--- src/rtl/change_dispenser_if.sv ---
`timescale 1ns/1ps
`default_nettype none
// ============================================================================
//  Module      : change_dispenser_if
//  Description : Request / status bundle between the vending FSM, the front
//                panel and the change dispenser.
//                Requests : R, N1, D1, D2, refill, refill_n, refill_d
//                Status   : release_p (paper-door release pulse), eject_n,
//                           eject_d, busy, exact_change, fault, overrun,
//                           nickel_cnt / dime_cnt (live hopper inventory)
//                "release" is a reserved word in SystemVerilog, so the
//                paper-door pulse is carried as release_p.
//  Revision    : 1.0 - initial release
// ============================================================================
interface change_dispenser_if #(
    parameter int INV_W = 6
) ();

    logic             R;
    logic             N1;
    logic             D1;
    logic             D2;
    logic             refill;
    logic [INV_W-1:0] refill_n;
    logic [INV_W-1:0] refill_d;

    logic             release_p;
    logic             eject_n;
    logic             eject_d;
    logic             busy;
    logic             exact_change;
    logic             fault;
    logic             overrun;
    logic [INV_W-1:0] nickel_cnt;
    logic [INV_W-1:0] dime_cnt;

    // Requester side (vending FSM / panel / testbench)
    modport master (
        output R, N1, D1, D2, refill, refill_n, refill_d,
        input  release_p, eject_n, eject_d, busy, exact_change, fault,
               overrun, nickel_cnt, dime_cnt
    );

    // Dispenser side
    modport slave (
        input  R, N1, D1, D2, refill, refill_n, refill_d,
        output release_p, eject_n, eject_d, busy, exact_change, fault,
               overrun, nickel_cnt, dime_cnt
    );

endinterface
`default_nettype wire

--- src/rtl/change_dispenser.sv ---
`timescale 1ns/1ps
`default_nettype none
// ============================================================================
//  Module      : change_dispenser
//  Description : Paper-release and coin-ejector driver. Accepts a one-cycle
//                vend request (R with N1/D1/D2), pulses the paper door, then
//                fires the dime and nickel solenoids one coin at a time with
//                a fixed on-time and off-time. Tracks hopper inventory,
//                substitutes two nickels for a missing dime and flags
//                exact-change-only / shortage / lost-request conditions.
//  Ports       : clk  - system clock, rising edge
//                rst  - asynchronous active-high reset
//                bus  - change_dispenser_if.slave (requests in, status out)
//  Revision    : 1.0 - initial release
// ============================================================================
module change_dispenser #(
    parameter int PULSE_CYCLES = 4,
    parameter int GAP_CYCLES   = 2,
    parameter int INV_W        = 6,
    parameter int NICKEL_INIT  = 20,
    parameter int DIME_INIT    = 20
) (
    input  wire logic          clk,
    input  wire logic          rst,
    change_dispenser_if.slave  bus
);

    // ------------------------------------------------------------------
    // Constants
    // ------------------------------------------------------------------
    localparam logic [2:0] c_ST_IDLE    = 3'd0;
    localparam logic [2:0] c_ST_REL     = 3'd1;
    localparam logic [2:0] c_ST_DIME_ON = 3'd2;
    localparam logic [2:0] c_ST_NICK_ON = 3'd3;
    localparam logic [2:0] c_ST_GAP     = 3'd4;

    // One timer serves both the on-time and the off-time phases.
    localparam int c_TMR_MAX = (PULSE_CYCLES > GAP_CYCLES) ? PULSE_CYCLES : GAP_CYCLES;
    localparam int c_TMR_W   = (c_TMR_MAX > 1) ? $clog2(c_TMR_MAX) : 1;

    localparam logic [c_TMR_W-1:0] c_PULSE_LAST = c_TMR_W'(PULSE_CYCLES - 1);
    localparam logic [c_TMR_W-1:0] c_GAP_LAST   = c_TMR_W'(GAP_CYCLES - 1);
    localparam logic [INV_W-1:0]   c_N_INIT     = INV_W'(NICKEL_INIT);
    localparam logic [INV_W-1:0]   c_D_INIT     = INV_W'(DIME_INIT);
    localparam logic [INV_W-1:0]   c_N_LOW      = INV_W'(3);
    localparam logic [INV_W-1:0]   c_D_LOW      = INV_W'(2);

    // ------------------------------------------------------------------
    // State
    // ------------------------------------------------------------------
    logic [2:0]         r_state_q,  w_state_d;
    logic [c_TMR_W-1:0] r_tmr_q,    w_tmr_d;
    // Dimes owed: D1 + 2*D2 <= 3. Nickels owed: N1 plus two per converted
    // dime, so at most 1 + 2*3 = 7.
    logic [1:0]         r_dowed_q,  w_dowed_d;
    logic [2:0]         r_nowed_q,  w_nowed_d;
    logic [INV_W-1:0]   r_ninv_q,   w_ninv_d;
    logic [INV_W-1:0]   r_dinv_q,   w_dinv_d;
    // Single-entry pending request
    logic               r_pend_q,   w_pend_d;
    logic               r_pend_n_q, w_pend_n_d;
    logic [1:0]         r_pend_d_q, w_pend_d_d;
    logic               r_fault_q,  w_fault_d;
    logic               r_ovr_q,    w_ovr_d;

    // Per-cycle decision flags
    logic               w_select;     // choose the next coin slot this edge
    logic               w_start;      // enter REL this edge
    logic               w_from_pend;  // the request being started is the pending one
    logic [1:0]         w_req_dimes;

    assign w_req_dimes = {1'b0, bus.D1} + {bus.D2, 1'b0};

    // ------------------------------------------------------------------
    // Process 1: state register (asynchronous reset)
    // ------------------------------------------------------------------
    always_ff @(posedge clk or posedge rst) begin
        if (rst) begin
            r_state_q  <= c_ST_IDLE;
            r_tmr_q    <= '0;
            r_dowed_q  <= '0;
            r_nowed_q  <= '0;
            r_ninv_q   <= c_N_INIT;
            r_dinv_q   <= c_D_INIT;
            r_pend_q   <= 1'b0;
            r_pend_n_q <= 1'b0;
            r_pend_d_q <= '0;
            r_fault_q  <= 1'b0;
            r_ovr_q    <= 1'b0;
        end else begin
            r_state_q  <= w_state_d;
            r_tmr_q    <= w_tmr_d;
            r_dowed_q  <= w_dowed_d;
            r_nowed_q  <= w_nowed_d;
            r_ninv_q   <= w_ninv_d;
            r_dinv_q   <= w_dinv_d;
            r_pend_q   <= w_pend_d;
            r_pend_n_q <= w_pend_n_d;
            r_pend_d_q <= w_pend_d_d;
            r_fault_q  <= w_fault_d;
            r_ovr_q    <= w_ovr_d;
        end
    end

    // ------------------------------------------------------------------
    // Process 2: next-state and datapath
    // ------------------------------------------------------------------
    always_comb begin
        w_state_d   = r_state_q;
        w_tmr_d     = r_tmr_q;
        w_dowed_d   = r_dowed_q;
        w_nowed_d   = r_nowed_q;
        w_ninv_d    = r_ninv_q;
        w_dinv_d    = r_dinv_q;
        w_pend_d    = r_pend_q;
        w_pend_n_d  = r_pend_n_q;
        w_pend_d_d  = r_pend_d_q;
        w_fault_d   = r_fault_q;
        w_ovr_d     = r_ovr_q;
        w_select    = 1'b0;
        w_start     = 1'b0;
        w_from_pend = 1'b0;

        case (r_state_q)
            c_ST_IDLE: begin
                // A pending request left behind by a shortage abort is
                // served first; otherwise a fresh request starts directly.
                if (r_pend_q) begin
                    w_start     = 1'b1;
                    w_from_pend = 1'b1;
                end else begin
                    if (bus.R) begin
                        w_start = 1'b1;
                    end
                    if (bus.refill) begin
                        w_ninv_d  = bus.refill_n;
                        w_dinv_d  = bus.refill_d;
                        w_fault_d = 1'b0;
                    end
                end
            end

            c_ST_REL: begin
                w_select = 1'b1;
            end

            c_ST_DIME_ON: begin
                if (r_tmr_q == c_PULSE_LAST) begin
                    // Coin counted as paid on its last on-cycle
                    if (r_dowed_q != '0) w_dowed_d = r_dowed_q - 2'd1;
                    if (r_dinv_q  != '0) w_dinv_d  = r_dinv_q - 1'b1;
                    w_tmr_d   = '0;
                    w_state_d = c_ST_GAP;
                end else begin
                    w_tmr_d = r_tmr_q + 1'b1;
                end
            end

            c_ST_NICK_ON: begin
                if (r_tmr_q == c_PULSE_LAST) begin
                    if (r_nowed_q != '0) w_nowed_d = r_nowed_q - 3'd1;
                    if (r_ninv_q  != '0) w_ninv_d  = r_ninv_q - 1'b1;
                    w_tmr_d   = '0;
                    w_state_d = c_ST_GAP;
                end else begin
                    w_tmr_d = r_tmr_q + 1'b1;
                end
            end

            c_ST_GAP: begin
                if (r_tmr_q == c_GAP_LAST) begin
                    w_select = 1'b1;
                end else begin
                    w_tmr_d = r_tmr_q + 1'b1;
                end
            end

            default: begin
                w_state_d = c_ST_IDLE;
            end
        endcase

        // Choose the next coin slot. Dimes go first; a dime slot with an
        // empty dime hopper turns into two nickels owed and the slot is
        // used for a nickel instead. An empty nickel hopper ends the
        // transaction with a shortage fault.
        if (w_select) begin
            w_tmr_d = '0;
            if (r_dowed_q != '0) begin
                if (r_dinv_q != '0) begin
                    w_state_d = c_ST_DIME_ON;
                end else begin
                    w_dowed_d = r_dowed_q - 2'd1;
                    w_nowed_d = r_nowed_q + 3'd2;
                    if (r_ninv_q != '0) begin
                        w_state_d = c_ST_NICK_ON;
                    end else begin
                        w_dowed_d = '0;
                        w_nowed_d = '0;
                        w_fault_d = 1'b1;
                        w_state_d = c_ST_IDLE;
                    end
                end
            end else if (r_nowed_q != '0) begin
                if (r_ninv_q != '0) begin
                    w_state_d = c_ST_NICK_ON;
                end else begin
                    w_nowed_d = '0;
                    w_fault_d = 1'b1;
                    w_state_d = c_ST_IDLE;
                end
            end else if (r_pend_q) begin
                // Back-to-back: pending request goes straight to REL
                w_start     = 1'b1;
                w_from_pend = 1'b1;
            end else begin
                w_state_d = c_ST_IDLE;
            end
        end

        if (w_start) begin
            w_state_d = c_ST_REL;
            w_tmr_d   = '0;
            if (w_from_pend) begin
                w_dowed_d = r_pend_d_q;
                w_nowed_d = {2'b00, r_pend_n_q};
                w_pend_d  = 1'b0;
            end else begin
                w_dowed_d = w_req_dimes;
                w_nowed_d = {2'b00, bus.N1};
            end
        end

        // A request that cannot start directly goes into the pending slot,
        // which is free if empty or being drained on this same edge.
        if (bus.R && !(r_state_q == c_ST_IDLE && !r_pend_q)) begin
            if (!r_pend_q || w_from_pend) begin
                w_pend_d   = 1'b1;
                w_pend_n_d = bus.N1;
                w_pend_d_d = w_req_dimes;
            end else begin
                w_ovr_d = 1'b1;
            end
        end
    end

    // ------------------------------------------------------------------
    // Process 3: outputs. Ejectors decode directly from the state flop so
    // an asynchronous reset drops them immediately.
    // ------------------------------------------------------------------
    always_comb begin
        bus.release_p    = (r_state_q == c_ST_REL);
        bus.eject_d      = (r_state_q == c_ST_DIME_ON);
        bus.eject_n      = (r_state_q == c_ST_NICK_ON);
        bus.busy         = (r_state_q != c_ST_IDLE);
        bus.exact_change = (r_ninv_q < c_N_LOW) || (r_dinv_q < c_D_LOW);
        bus.fault        = r_fault_q;
        bus.overrun      = r_ovr_q;
        bus.nickel_cnt   = r_ninv_q;
        bus.dime_cnt     = r_dinv_q;
    end

endmodule
`default_nettype wire
--- src/flat_wrapper.sv ---
// flat-port wrapper written by rule: the top's interface ports become plain ports
module change_dispenser_flat 
#(
    parameter int PULSE_CYCLES = 4,
    parameter int GAP_CYCLES   = 2,
    parameter int INV_W        = 6,
    parameter int NICKEL_INIT  = 20,
    parameter int DIME_INIT    = 20
)
  (clk, rst, bus_R, bus_N1, bus_D1, bus_D2, bus_refill, bus_refill_n, bus_refill_d, bus_release_p, bus_eject_n, bus_eject_d, bus_busy, bus_exact_change, bus_fault, bus_overrun, bus_nickel_cnt, bus_dime_cnt);
  change_dispenser_if #(.INV_W(INV_W)) bus_i ();
  input  wire logic clk;
  input  wire logic rst;
  input wire logic [$bits(bus_i.R)-1:0] bus_R;
  input wire logic [$bits(bus_i.N1)-1:0] bus_N1;
  input wire logic [$bits(bus_i.D1)-1:0] bus_D1;
  input wire logic [$bits(bus_i.D2)-1:0] bus_D2;
  input wire logic [$bits(bus_i.refill)-1:0] bus_refill;
  input wire logic [$bits(bus_i.refill_n)-1:0] bus_refill_n;
  input wire logic [$bits(bus_i.refill_d)-1:0] bus_refill_d;
  output wire logic [$bits(bus_i.release_p)-1:0] bus_release_p;
  output wire logic [$bits(bus_i.eject_n)-1:0] bus_eject_n;
  output wire logic [$bits(bus_i.eject_d)-1:0] bus_eject_d;
  output wire logic [$bits(bus_i.busy)-1:0] bus_busy;
  output wire logic [$bits(bus_i.exact_change)-1:0] bus_exact_change;
  output wire logic [$bits(bus_i.fault)-1:0] bus_fault;
  output wire logic [$bits(bus_i.overrun)-1:0] bus_overrun;
  output wire logic [$bits(bus_i.nickel_cnt)-1:0] bus_nickel_cnt;
  output wire logic [$bits(bus_i.dime_cnt)-1:0] bus_dime_cnt;
  assign bus_i.R = bus_R;
  assign bus_i.N1 = bus_N1;
  assign bus_i.D1 = bus_D1;
  assign bus_i.D2 = bus_D2;
  assign bus_i.refill = bus_refill;
  assign bus_i.refill_n = bus_refill_n;
  assign bus_i.refill_d = bus_refill_d;
  assign bus_release_p = bus_i.release_p;
  assign bus_eject_n = bus_i.eject_n;
  assign bus_eject_d = bus_i.eject_d;
  assign bus_busy = bus_i.busy;
  assign bus_exact_change = bus_i.exact_change;
  assign bus_fault = bus_i.fault;
  assign bus_overrun = bus_i.overrun;
  assign bus_nickel_cnt = bus_i.nickel_cnt;
  assign bus_dime_cnt = bus_i.dime_cnt;
  change_dispenser #(.PULSE_CYCLES(PULSE_CYCLES), .GAP_CYCLES(GAP_CYCLES), .INV_W(INV_W), .NICKEL_INIT(NICKEL_INIT), .DIME_INIT(DIME_INIT)) u_core (.clk(clk), .rst(rst), .bus(bus_i));
endmodule
--- config.mk ---
export PLATFORM = sky130hd
export DESIGN_NAME = change_dispenser_flat
export DESIGN_NICKNAME = d
export VERILOG_FILES = /design/src/rtl/change_dispenser_if.sv /design/src/rtl/change_dispenser.sv /design/src/flat_wrapper.sv
export SDC_FILE = /design/constraint.sdc
export NUM_CORES = 1
export LEC_CHECK = 0
export ABC_AREA = 1
export CORE_MARGIN = 3
export CORE_UTILIZATION = 42
export DETAILED_ROUTE_END_ITERATION = 6
export HOLD_SLACK_MARGIN = 0.02
export MAX_ROUTING_LAYER = met4
export PLACE_DENSITY_LB_ADDON = 0.08
export SLEW_MARGIN = 30
export SYNTH_ARGS = -nofsm -noshare
export SYNTH_HDL_FRONTEND = slang
export SYNTH_SLANG_ARGS = --single-unit
export TNS_END_PERCENT = 100
--- constraint.sdc ---
create_clock -name clk -period 1.69 [get_ports clk]
set_input_delay 0.338 -clock clk [delete_from_list [all_inputs] [get_ports clk]]
set_output_delay 0.338 -clock clk [all_outputs]
set_load 0.02 [all_outputs]
* Yosys cells after proc, flatten, opt, wreduce, memory -nomap -nowiden
Index checks and enable logic that the tools add are counted.
** Word-level totals
- Flip-flop bits (word level) :: 28
- Input port bits :: 19
- Output and inout bits :: 19
- Logic and storage cells :: 127
** Cells by class
- $add $sub $neg :: 7
- Order comparisons :: 2
- Equality and inequality tests :: 13
- Multiplexer cells :: 71
- Bitwise gates (word level) :: 1
- Reductions and logical operators :: 22
** Operators with widths (count)
- $mux 3 :: 17
- $mux 6 :: 8
- $mux 2 :: 14
- $mux 1 :: 27
- $pmux 6 s2 :: 2
- $lt 6x2->1 const B :: 2
- $reduce_bool 6->1 :: 2
- $sub 6x1->6 const B :: 2
- $reduce_and 5->1 :: 2
- $ne 2x1->1 const B :: 4
- $eq 3x2->1 const B :: 2
- $pmux 3 s2 :: 1
- $reduce_and 2->1 :: 3
- $reduce_bool 2->1 :: 3
- $reduce_bool 3->1 :: 2
- $ne 2x2->1 const B :: 2
- $ne 4x2->1 const B :: 1
- $pmux 2 s2 :: 1
- $reduce_bool 4->1 :: 1
- $add 3x2->3 const B :: 1
- $eq 3x1->1 const B :: 1
- $eq 3x3->1 const B :: 1
- $logic_not 3->1 :: 1
- $reduce_or 3->1 :: 1
- other kinds (12) :: 15

* Longest topological paths before layout
- Depth after elaboration :: 10
- Gate-level depth with buffers :: 11
- Mapped depth without buffers :: 10

* Worst setup path after synthesis
No wires, ideal clock.
- Path type :: register -> output
- Start :: register u_core.r_ninv_q[0], in the netlist u_core.bus.nickel_cnt[0]
- End :: output port bus_exact_change
- Arrival time :: 1.467 ns
- Required time :: 1.352 ns
- Path slack :: -0.115 ns
- Cell stages (with the launch flop) :: 3
- Path buffers :: 0
- Cells stage by stage :: dfrtp_1 > ha_1 > o41ai_1
** Between the ends
- Longest elaborated chain between the ends :: 2
** Ends and longest elaborated chain
- start: declaration :: line change_dispenser.sv:57 : logic [INV_W-1:0] r_ninv_q, w_ninv_d;
- start signal: assignment :: line change_dispenser.sv:83 : r_ninv_q <= c_N_INIT;
- start signal: assignment :: line change_dispenser.sv:95 : r_ninv_q <= w_ninv_d;
- $lt 6x2->1 :: line change_dispenser.sv:256 : bus.exact_change = (r_ninv_q < c_N_LOW) || (r_dinv_q < c_D_LOW);
- $logic_or 1x1->1 :: line change_dispenser.sv:256
- end: declaration :: line flat_wrapper.sv:25 : output wire logic [$bits(bus_i.exact_change)-1:0] bus_exact_change;
Every way passes these cells.

* Worst setup path after layout
- Start :: register u_core.r_ninv_q[4], in the netlist u_core.bus.nickel_cnt[4]
- End :: output port bus_exact_change
The elaborated chain is that of the path after synthesis.

==> metrics <==
status=complete, no violations; total track usage=18.8%; layout cell share with drive strength beyond 1=27.1%; delay-heaviest family, CP=flip-flops; WL/cell=12.1 um; routed vias=2035; Core ar.=4500 sq um; Layout Utilization=63.0%; Min Clock Period, post-route=around 1.7 ns; number of H-tree levels=1; Max Slew Vio Count=0; worst slack, placed=-0.148 ns; number of max-cap violations=0; Detailed Routing Iterations Pass 1=4; Hold Violations, Final=0; reg2reg start=u_core.bus.nickel_cnt[0]; number of flops mapped to enable cells by yosys=0; Yosys cell types=34; r2r endpoint=u_core.r_nowed_q[1]; initial antenna violation count=0; routability cong.=0.845; sw frac=21.7%; Clk pin slew, worst setup/hold paths=0.10 ns; ys async rst share=100%; Final setup viols=0; CP arrival=1.32 ns; cell area after layout=2840 sq um; Crit. End Element=output pin; power share of the clock group=33.7%; critical path class=flip-flop to output pin; CP cell instances=nor2_2 > inv_2 > o41ai_2 > buf_4; final WL=about 5000 um; Post-Synthesis Cells=roughly 280; DR DRC count=0; syn_nets=between 300 and 400; register area share after synthesis=between 30% and 40%; crit path buf inv count=2; Rel. slew slack=~75%; sequential power share=59.1%; Worst Tran Pin Value=about 0.38 ns; Starting Density=~45%; CP max-delay cell=dfstp_2; RSZ-0062 raised after global routing=yes; Ant. Diodes=0; Final TNS setup=0 ns; total power=around 1.1 mW; IO buf count=37; Worst setup SP type=flip-flop; Critical Path RT=1.35 ns; first-pass GRT wire length=8020 um; GRT met1 Usage=about a quarter; row count=24; Max Fclk=603 MHz; setup slack, reg-to-reg=0.08 ns; dpl hpwl=3840 um; syn avg cell area=7.23 sq um; #FFs+latches synth=28; Final period util=approximately 98%; CTS root buf=clkbuf_8; Critical Path Max Stage Delay=0.38 ns; critical path peak fanout=2; Chip Width=roughly 75 um; Netlist Area Pre-Place=2020 sq um; Layout fillers=420; total CTS buffers=3; cell-internal power=0.888 mW; placed inst area=around 2700 sq um; nets=389; TritonCTS clock tree=done; vias per inst=4.96; met3 Usage GRT=around 3.4%; Psw=0.247 mW; Max rail drop VDD=0.000338 V; setup ws final=around 0.032 ns; Die H=between 70 and 80 um; leak pwr=around 1.4 nW; pin count of the biggest net entering global routing=29; Clock Sinks=28; latest clock arrival within the worst-skew pair=0.28 ns; Most used DFF post-synth=dfrtp_1; GRT busiest layer=met2; Top-Level Pins=38; area delta synth->final=40.8%; vias in the first global route=between 1500 and 2000; R2R depth=11; Setup Skew=0.00444 ns; synthesis warning total=0; post-route ant nets=0; PwrDens=400 nW/um^2; Logic pwr share=7.2%; grt ovf=0; met2 usage=between 30% and 40%; Longest Clk Path Bufs=2; total die area=between 5000 and 6000 sq um; DRT iter0 DRCs=54; Worst Hold Class=input port to asynchronous set/reset pin
cell usage in the layout, fill, tap and decap left out, types with 2 or more instances in the layout:
cell,netlist,routed
a21oi_1,7,7
buf_4,1,43
clkbuf_2,0,3
clkbuf_8,0,3
clkdlybuf4s50_1,0,21
dfrtp_1,24,23
dfstp_2,4,4
dlygate4sd2_1,0,7
dlymetal6s2s_1,0,4
ha_1,11,9
inv_1,38,35
inv_2,5,7
nand2_1,65,62
nand2_2,8,10
nand2_4,1,2
nand3_1,24,20
nand3_2,4,7
nand3_4,1,2
nand4_1,6,6
nor2_1,20,18
nor2_2,2,3
nor2_4,3,4
nor3_1,4,4
o211ai_1,3,3
o21ai_0,23,23
o21ai_1,9,9
o21ai_2,2,2
or2_0,2,2
state kept, by name (all words and copies together), names as in the netlist:
signal and count:
u_core.r_pend_q 1, u_core.r_nowed_q 3, u_core.bus.nickel_cnt 6, u_core.r_dowed_q 2, u_core.bus.fault 1, u_core.bus.dime_cnt 6, u_core.r_tmr_q 2, u_core.r_pend_n_q 1
u_core.bus.overrun 1, u_core.r_pend_d_q 2, u_core.r_state_q 3
what timing repair did:
item,in CTS,in global routing
setup endpoints to repair,12,25
setup buffers,0,6
pin swaps,0,10
resized for setup,21,28
hold buffers,0,0
worst max path at each step:
| stage | depth (start not counted) | slack, ns | endpoint | start |
|---|---|---|---|---|
| after detailed placement | 3 | -0.15 | bus_exact_change | u_core.bus.nickel_cnt[0] |
| after CTS | 3 | -0.01 | bus_exact_change | u_core.bus.nickel_cnt[0] |
| after floorplan | 10 | 0.07 | u_core.bus.nickel_cnt[1] | u_core.bus.nickel_cnt[0] |
| after global routing | 4 | -0.07 | bus_exact_change | u_core.bus.nickel_cnt[5] |
| after global placement | 3 | -0.12 | bus_exact_change | u_core.bus.nickel_cnt[0] |
| final | 4 | 0.03 | bus_exact_change | u_core.bus.nickel_cnt[4] |
cells in the mapped netlist (2+ instances only):
master    count  area share [%]
a21oi_1       7             1.7
buf_6         2             1.1
dfrtp_1      24              30
dfstp_2       4             5.2
ha_1         11             6.8
inv_1        38             7.1
inv_2         5            0.93
nand2_1      65              12
nand2_2       8             2.5
nand3_1      24             6.0
nand3_2       4             2.0
nand4_1       6             1.9
nor2_1       20             3.7
nor2_2        2            0.62
nor2_4        3             1.7
nor3_1        4            0.99
o211ai_1      3             1.1
o21ai_0      23             5.7
o21ai_1       9             2.2
o21ai_2       2            0.87
or2_0         2            0.62
metrics by stage:
stage	hold slack (ns)	std cells
floorplan	0.400	279
global placement	0.461	400
detailed placement	0.464	400
CTS	0.434	404
global route	0.466	410
finish	0.424	410
cells by family (layout without fill, tap and decap cells):
kind of cell,Yosys count,count (layout),synth area share (%)
flops,28,28,35.0
fa+ha+maj,11,11,6.82
xor+xnor,1,1,0.434
buf+inv,47,126,9.74
compound gates,50,50,13.9
simple gates,142,142,34.1
metal layers:
layer / share of wire (%) / wire length (um) / up-vias
met5: 0 / 0 / -
met4: 0.69 / 34 / 0
met3: 4.0 / 200 / 6
met2: 49 / 2420 / 38
met1: 46 / 2300 / 922
li1: - / - / 1069
worst min-delay path: stages:
cell	delay [ns]
clkdlybuf4s50_1	0.40
inv_1	0.05
buf_4	0.34
power by group through the flow:
stage	Clock (mW)	Combinational, mW	Sequential (mW)
final	0.383	0.0816	0.671
after global routing	0.422	0.0916	0.671
after CTS	0.398	0.0836	0.671
after detailed placement	0	0.0830	0.683
after global placement	0	0.0828	0.683
after floorplan	0	0.0280	0.683
final cells by class:
type,count,area (sq um),share of cell area (%)
multi-input combinational,204,1190,41.8
sequential,28,707,24.9
timing repair buffer,79,671,23.6
inverter,43,164,5.77
tap,52,65.1,2.29
clock buffer,4,45.0,1.59
No activity file was read; power rests on OpenSTA's default activity.
==> RTL change 1: new RTL, same settings <==
`INV_W` is set to 6 in 3 places; all go to 12.
--- a/src/rtl/change_dispenser_if.sv
+++ b/src/rtl/change_dispenser_if.sv
@@ -14,5 +14,5 @@
 // ============================================================================
 interface change_dispenser_if #(
-    parameter int INV_W = 6
+    parameter int INV_W = 12
 ) ();
 
--- a/src/rtl/change_dispenser.sv
+++ b/src/rtl/change_dispenser.sv
@@ -17,5 +17,5 @@
     parameter int PULSE_CYCLES = 4,
     parameter int GAP_CYCLES   = 2,
-    parameter int INV_W        = 6,
+    parameter int INV_W        = 12,
     parameter int NICKEL_INIT  = 20,
     parameter int DIME_INIT    = 20
--- a/src/flat_wrapper.sv
+++ b/src/flat_wrapper.sv
@@ -4,5 +4,5 @@
     parameter int PULSE_CYCLES = 4,
     parameter int GAP_CYCLES   = 2,
-    parameter int INV_W        = 6,
+    parameter int INV_W        = 12,
     parameter int NICKEL_INIT  = 20,
     parameter int DIME_INIT    = 20
Ports: changed (resized bus_dime_cnt, bus_nickel_cnt, bus_refill_d and bus_refill_n); port bits go from 38 to 62. The function was not compared with the original's and may differ.
==> RTL change 1 against the original RTL <==
The run now ends with negative setup slack left. Worst setup slack worse by 0.060 ns. Design area grew 59%. Sequential cell count rose by 12. Clock power up 120%. Via count increased by 60%. Total power up 72%. Highest routed layer unchanged. Area after synthesis is 49% higher. Routed wire length rose by 67%.
==> RTL change 1: results (changes against the original RTL) <==
| Stage | Parameter | This run | Delta |
|---|---|---|---|
| run status | Run status | finished, violations left | was complete, no violations |
| run status | Violations in the final reports | negative setup slack |  |
| place | Half-perimeter wire length after placement | 6376 um | was 3836 um |
| critical path | Reg2reg setup slack | 0.10 ns | was 0.08 ns |
| sta | Post-route worst setup slack | -0.02877 ns | was 0.03154 ns |
| critical path | Arrival time of data at the critical path endpoint | 1.38 ns | was 1.32 ns |
| sta | Setup tns final | -0.02877 ns | was 0 ns |
| detailed routing | Met3 wirelength from detailed routing | 406 um | was 200 um |
| yosys | Average size of a mapped cell | 6.632 sq um | was 7.229 sq um |
| clock network | Count of H-tree levels built during CTS | 2 | was 1 |
| place | Post-Place Cell Area | 4209 sq um | was 2695 sq um |
| yosys | Adder-cell area share of the yosys netlist | 0.04581 | was 0.06824 |
| yosys | Net count after synthesis | 495 | was 309 |
| critical path | FF-to-FF Start | u_core.r_state_q[0] | was u_core.bus.nickel_cnt[0] |
| sta | Clock Skews | 0.009476 ns | was 0.004436 ns |
| critical path | Top cell family by delay on the critical path | simple AND/OR/NAND/NOR gates | was flip-flops |
| pwr | VDD IR max | 282.1 uV | was 338.3 uV |
| yosys | Part of the Yosys area used for sequential elements | 0.3349 | was 0.3499 |
| detailed routing | Met2 routed WL | 3992 um | was 2423 um |
| layout | Total Nets Final | 627 | was 389 |
| clock network | CTS clk-pin slew, worst paths | 0.08 ns | was 0.10 ns |
| detailed routing | Total routed wire length on the met1 layer | 3768 um | was 2303 um |
| clock network | Clock Latency Late Sink | 0.30 ns | was 0.28 ns |
| detailed routing | Total Wirelength | 8272 um | was 4961 um |
| grt | Largest net degree at the start of global routing | 19 | was 29 |
| layout | Layout cells sized above 1 | 0.2884 | was 0.2709 |
| clock network | Clock buffer count from CTS | 5 | was 3 |
| grt | GRT met2 Usage | 0.3286 | was 0.3193 |
| yosys | Ranking of synthesized cells by area | sky130_fd_sc_hd__dfrtp_1 30%, sky130_fd_sc_hd__nand2_1 19%, sky130_fd_sc_hd__nand3_1 8.3% | was sky130_fd_sc_hd__dfrtp_1 30%, sky130_fd_sc_hd__nand2_1 12%, sky130_fd_sc_hd__inv_1 7.1% |
| critical path | Critical Path Source | u_core.bus.dime_cnt[5] | was u_core.bus.nickel_cnt[4] |
| grt | Number of global-route vias before repair | 3097 | was 1819 |
| sta | Final-report setup violation count | 1 | was 0 |
| sta | Worst hold slack after final layout | 0.3190 ns | was 0.4241 ns |
| critical path | Length in cells of the worst reg-to-reg path | 12 | was 11 |
| grt | GR met3 Demand/Resource | 0.03167 | was 0.03430 |
| place | Weighted congestion at the end of routability-driven global placement | 0.8918 | was 0.8448 |
| yosys | XOR/XNOR Fraction of Synth Area | 0 | was 0.004342 |
| yosys | Post-synthesis compound-gate area fraction | 0.1025 | was 0.1390 |
RTL change 1: area by class of cell:
class                      instances  area [sq um]
inverter                          62         239.0
fill                             649          2349
tap                               96         120.1
clock inverter                     1         30.03
clock buffer                       7         96.34
sequential                        40          1007
timing repair buffer             133          1169
multi-input combinational        343          1859
RTL change 1: logic make-up after synthesis:
family                   count (synthesis)
buffers and inverters                   70
AO/OA/AOI/OAI                           50
adder cells (fa/ha/maj)                 11
AND/OR/NAND/NOR                        282
flip-flops                              40
RTL change 1: what timing repair did:
| action | CTS | global route |
|---|---|---|
| setup endpoints to repair | 51 | 40 |
| pin swaps | 2 | 16 |
| resized for setup | 48 | 50 |
| setup buffers | 0 | 7 |
RTL change 1: where the power goes:
part / switching (mW) / leakage, nW / internal (mW)
Sequential: 0.00486 / 0.442 / 0.965
Clock: 0.338 / 0.0645 / 0.521
Combinational: 0.0463 / 1.69 / 0.0797
Total: 0.389 / 2.20 / 1.57
==> RTL change 2: new RTL, same settings <==
Without the edit above. Make the reset (`rst`) synchronous in one clocked block. Comments in the files are not updated.
--- a/src/rtl/change_dispenser.sv
+++ b/src/rtl/change_dispenser.sv
@@ -75,5 +75,5 @@
     // Process 1: state register (asynchronous reset)
     // ------------------------------------------------------------------
-    always_ff @(posedge clk or posedge rst) begin
+    always_ff @(posedge clk) begin
         if (rst) begin
             r_state_q  <= c_ST_IDLE;
Behaviour: differs if rst is asserted again (counterexample within 4 cycles, from zero or initial values and one cycle with rst high); with rst held inactive, the same outputs for 10 cycles.
==> RTL change 2 against the original RTL <==
Register-to-register slack gained 0.03 ns. Sequential cell count is the same. Critical path depth is the same. Routed wire length is essentially flat. Worst setup slack gained 0.051 ns. Core utilization grew 1.9 points. Via count grew 2.9%. Design area shrank 4.0%. Area after synthesis shrank 5.5%.
Power is not compared: it rests on default switching activity, and its combinational part moved more than twofold at a synthesized area within 25%.
==> RTL change 2: results (changes against the original RTL) <==
| Stage | Parameter | This run | Delta |
|---|---|---|---|
| run status | Run status | complete, no violations | unchanged |
| place | Post-Place Cell Area | 2582 sq um | was 2695 sq um |
| critical path | Maximum fanout encountered on the critical timing path | 5 | was 2 |
| layout | Storage element area | 564.3 sq um | was 706.9 sq um |
| layout | Multi-input combinational cell count | 221 | was 204 |
| place | Placement-stage worst setup slack | -0.03513 ns | was -0.1480 ns |
| place | Cell count after placement | 419 | was 400 |
| yosys | Leading cell types by count after synthesis | 61 x sky130_fd_sc_hd__nand2_1, 41 x sky130_fd_sc_hd__inv_1, 37 x sky130_fd_sc_hd__nor2_1 | was 65 x sky130_fd_sc_hd__nand2_1, 38 x sky130_fd_sc_hd__inv_1, 24 x sky130_fd_sc_hd__dfrtp_1, 24 x sky130_fd_sc_hd__nand3_1, 23 x sky130_fd_sc_hd__o21ai_0 |
| sta | Max frequency | 622.0 MHz | was 603.0 MHz |
| critical path | FF-to-FF Start | u_core.bus.nickel_cnt[0] | unchanged |
| yosys | Average size of a mapped cell | 6.356 sq um | was 7.229 sq um |
| layout | Clock distribution area overhead in the final layout | 0.02019 | was 0.01587 |
| yosys | Library cells used by synthesis | 33 | was 34 |
| critical path | Reg2reg setup slack | 0.11 ns | was 0.08 ns |
| grt | Largest net degree at the start of global routing | 16 | was 29 |
| detailed routing | Detailed-route via count | 2094 | was 2035 |
| critical path | Arrival time of data at the critical path endpoint | 1.27 ns | was 1.32 ns |
| critical path | End of the worst register-to-register path | u_core.bus.nickel_cnt[1] | was u_core.r_nowed_q[1] |
| layout | Multi-input combinational cell area | 1220 sq um | was 1187 sq um |
| grt | GR met3 Demand/Resource | 0.03010 | was 0.03430 |
| layout | Data buffer area share | 0.2363 | was 0.2362 |
| layout | Fill count | 393 | was 420 |
| place | Half-perimeter wire length after placement | 3814 um | was 3836 um |
| yosys | Part of the Yosys area used for sequential elements | 0.2940 | was 0.3499 |
| detailed routing | Met3 wirelength from detailed routing | 271 um | was 200 um |
| detailed routing | Total routed wire length on the met1 layer | 2371 um | was 2303 um |
| layout | Area added between synthesis and finish | 42.98% | was 40.76% |
| layout | Non-Clock Buffer Count | 74 | was 79 |
| layout | Total Nets Final | 405 | was 389 |
| critical path | Worst setup path endpoint | bus_busy | was bus_exact_change |
| grt | Global router's overall resource usage | 0.1984 | was 0.1879 |
| place | Weighted congestion at the end of routability-driven global placement | 0.9161 | was 0.8448 |
| layout | Inverter count | 48 | was 43 |
| grt | Wire length of the first global-routing pass | 8355 um | was 8024 um |
| sta | Clock Skews | 0.007783 ns | was 0.004436 ns |
| detailed routing | Initial DRC Count | 145 | was 54 |
| grt | GRT met2 Usage | 0.3059 | was 0.3193 |
| critical path | Critical Path Source | u_core.r_state_q[2] | was u_core.bus.nickel_cnt[4] |
| detailed routing | Total Wirelength | 4958 um | was 4961 um |
| sta | Worst hold slack after final layout | 0.4760 ns | was 0.4241 ns |
RTL change 2: critical path, stage by stage (launching register included):
cell                            delay (ns)
sky130_fd_sc_hd__dfxtp_2              0.36
sky130_fd_sc_hd__nor2_2               0.14
sky130_fd_sc_hd__buf_4                0.13
sky130_fd_sc_hd__nand2_1              0.05
sky130_fd_sc_hd__dlygate4sd2_1        0.32
RTL change 2: logic make-up after synthesis:
family / count (synthesis) / synth area share
and+or+nand+nor: 142 / 0.3333
buffers and inverters: 51 / 0.1050
AOI/OAI and AO/OA: 68 / 0.1969
adders and majority gates: 10 / 0.06562
DFF: 28 / 0.2940
muxes: 1 / 0.005250
RTL change 2: power by group through the flow:
stage	combinational, mW	clock (mW)	sequential, mW
after floorplan	0.364	0	0.828
after global placement	0.734	0	0.769
after detailed placement	0.739	0	0.771
after CTS	0.735	0.435	0.756
after global routing	0.858	0.455	0.767
final	0.769	0.426	0.759
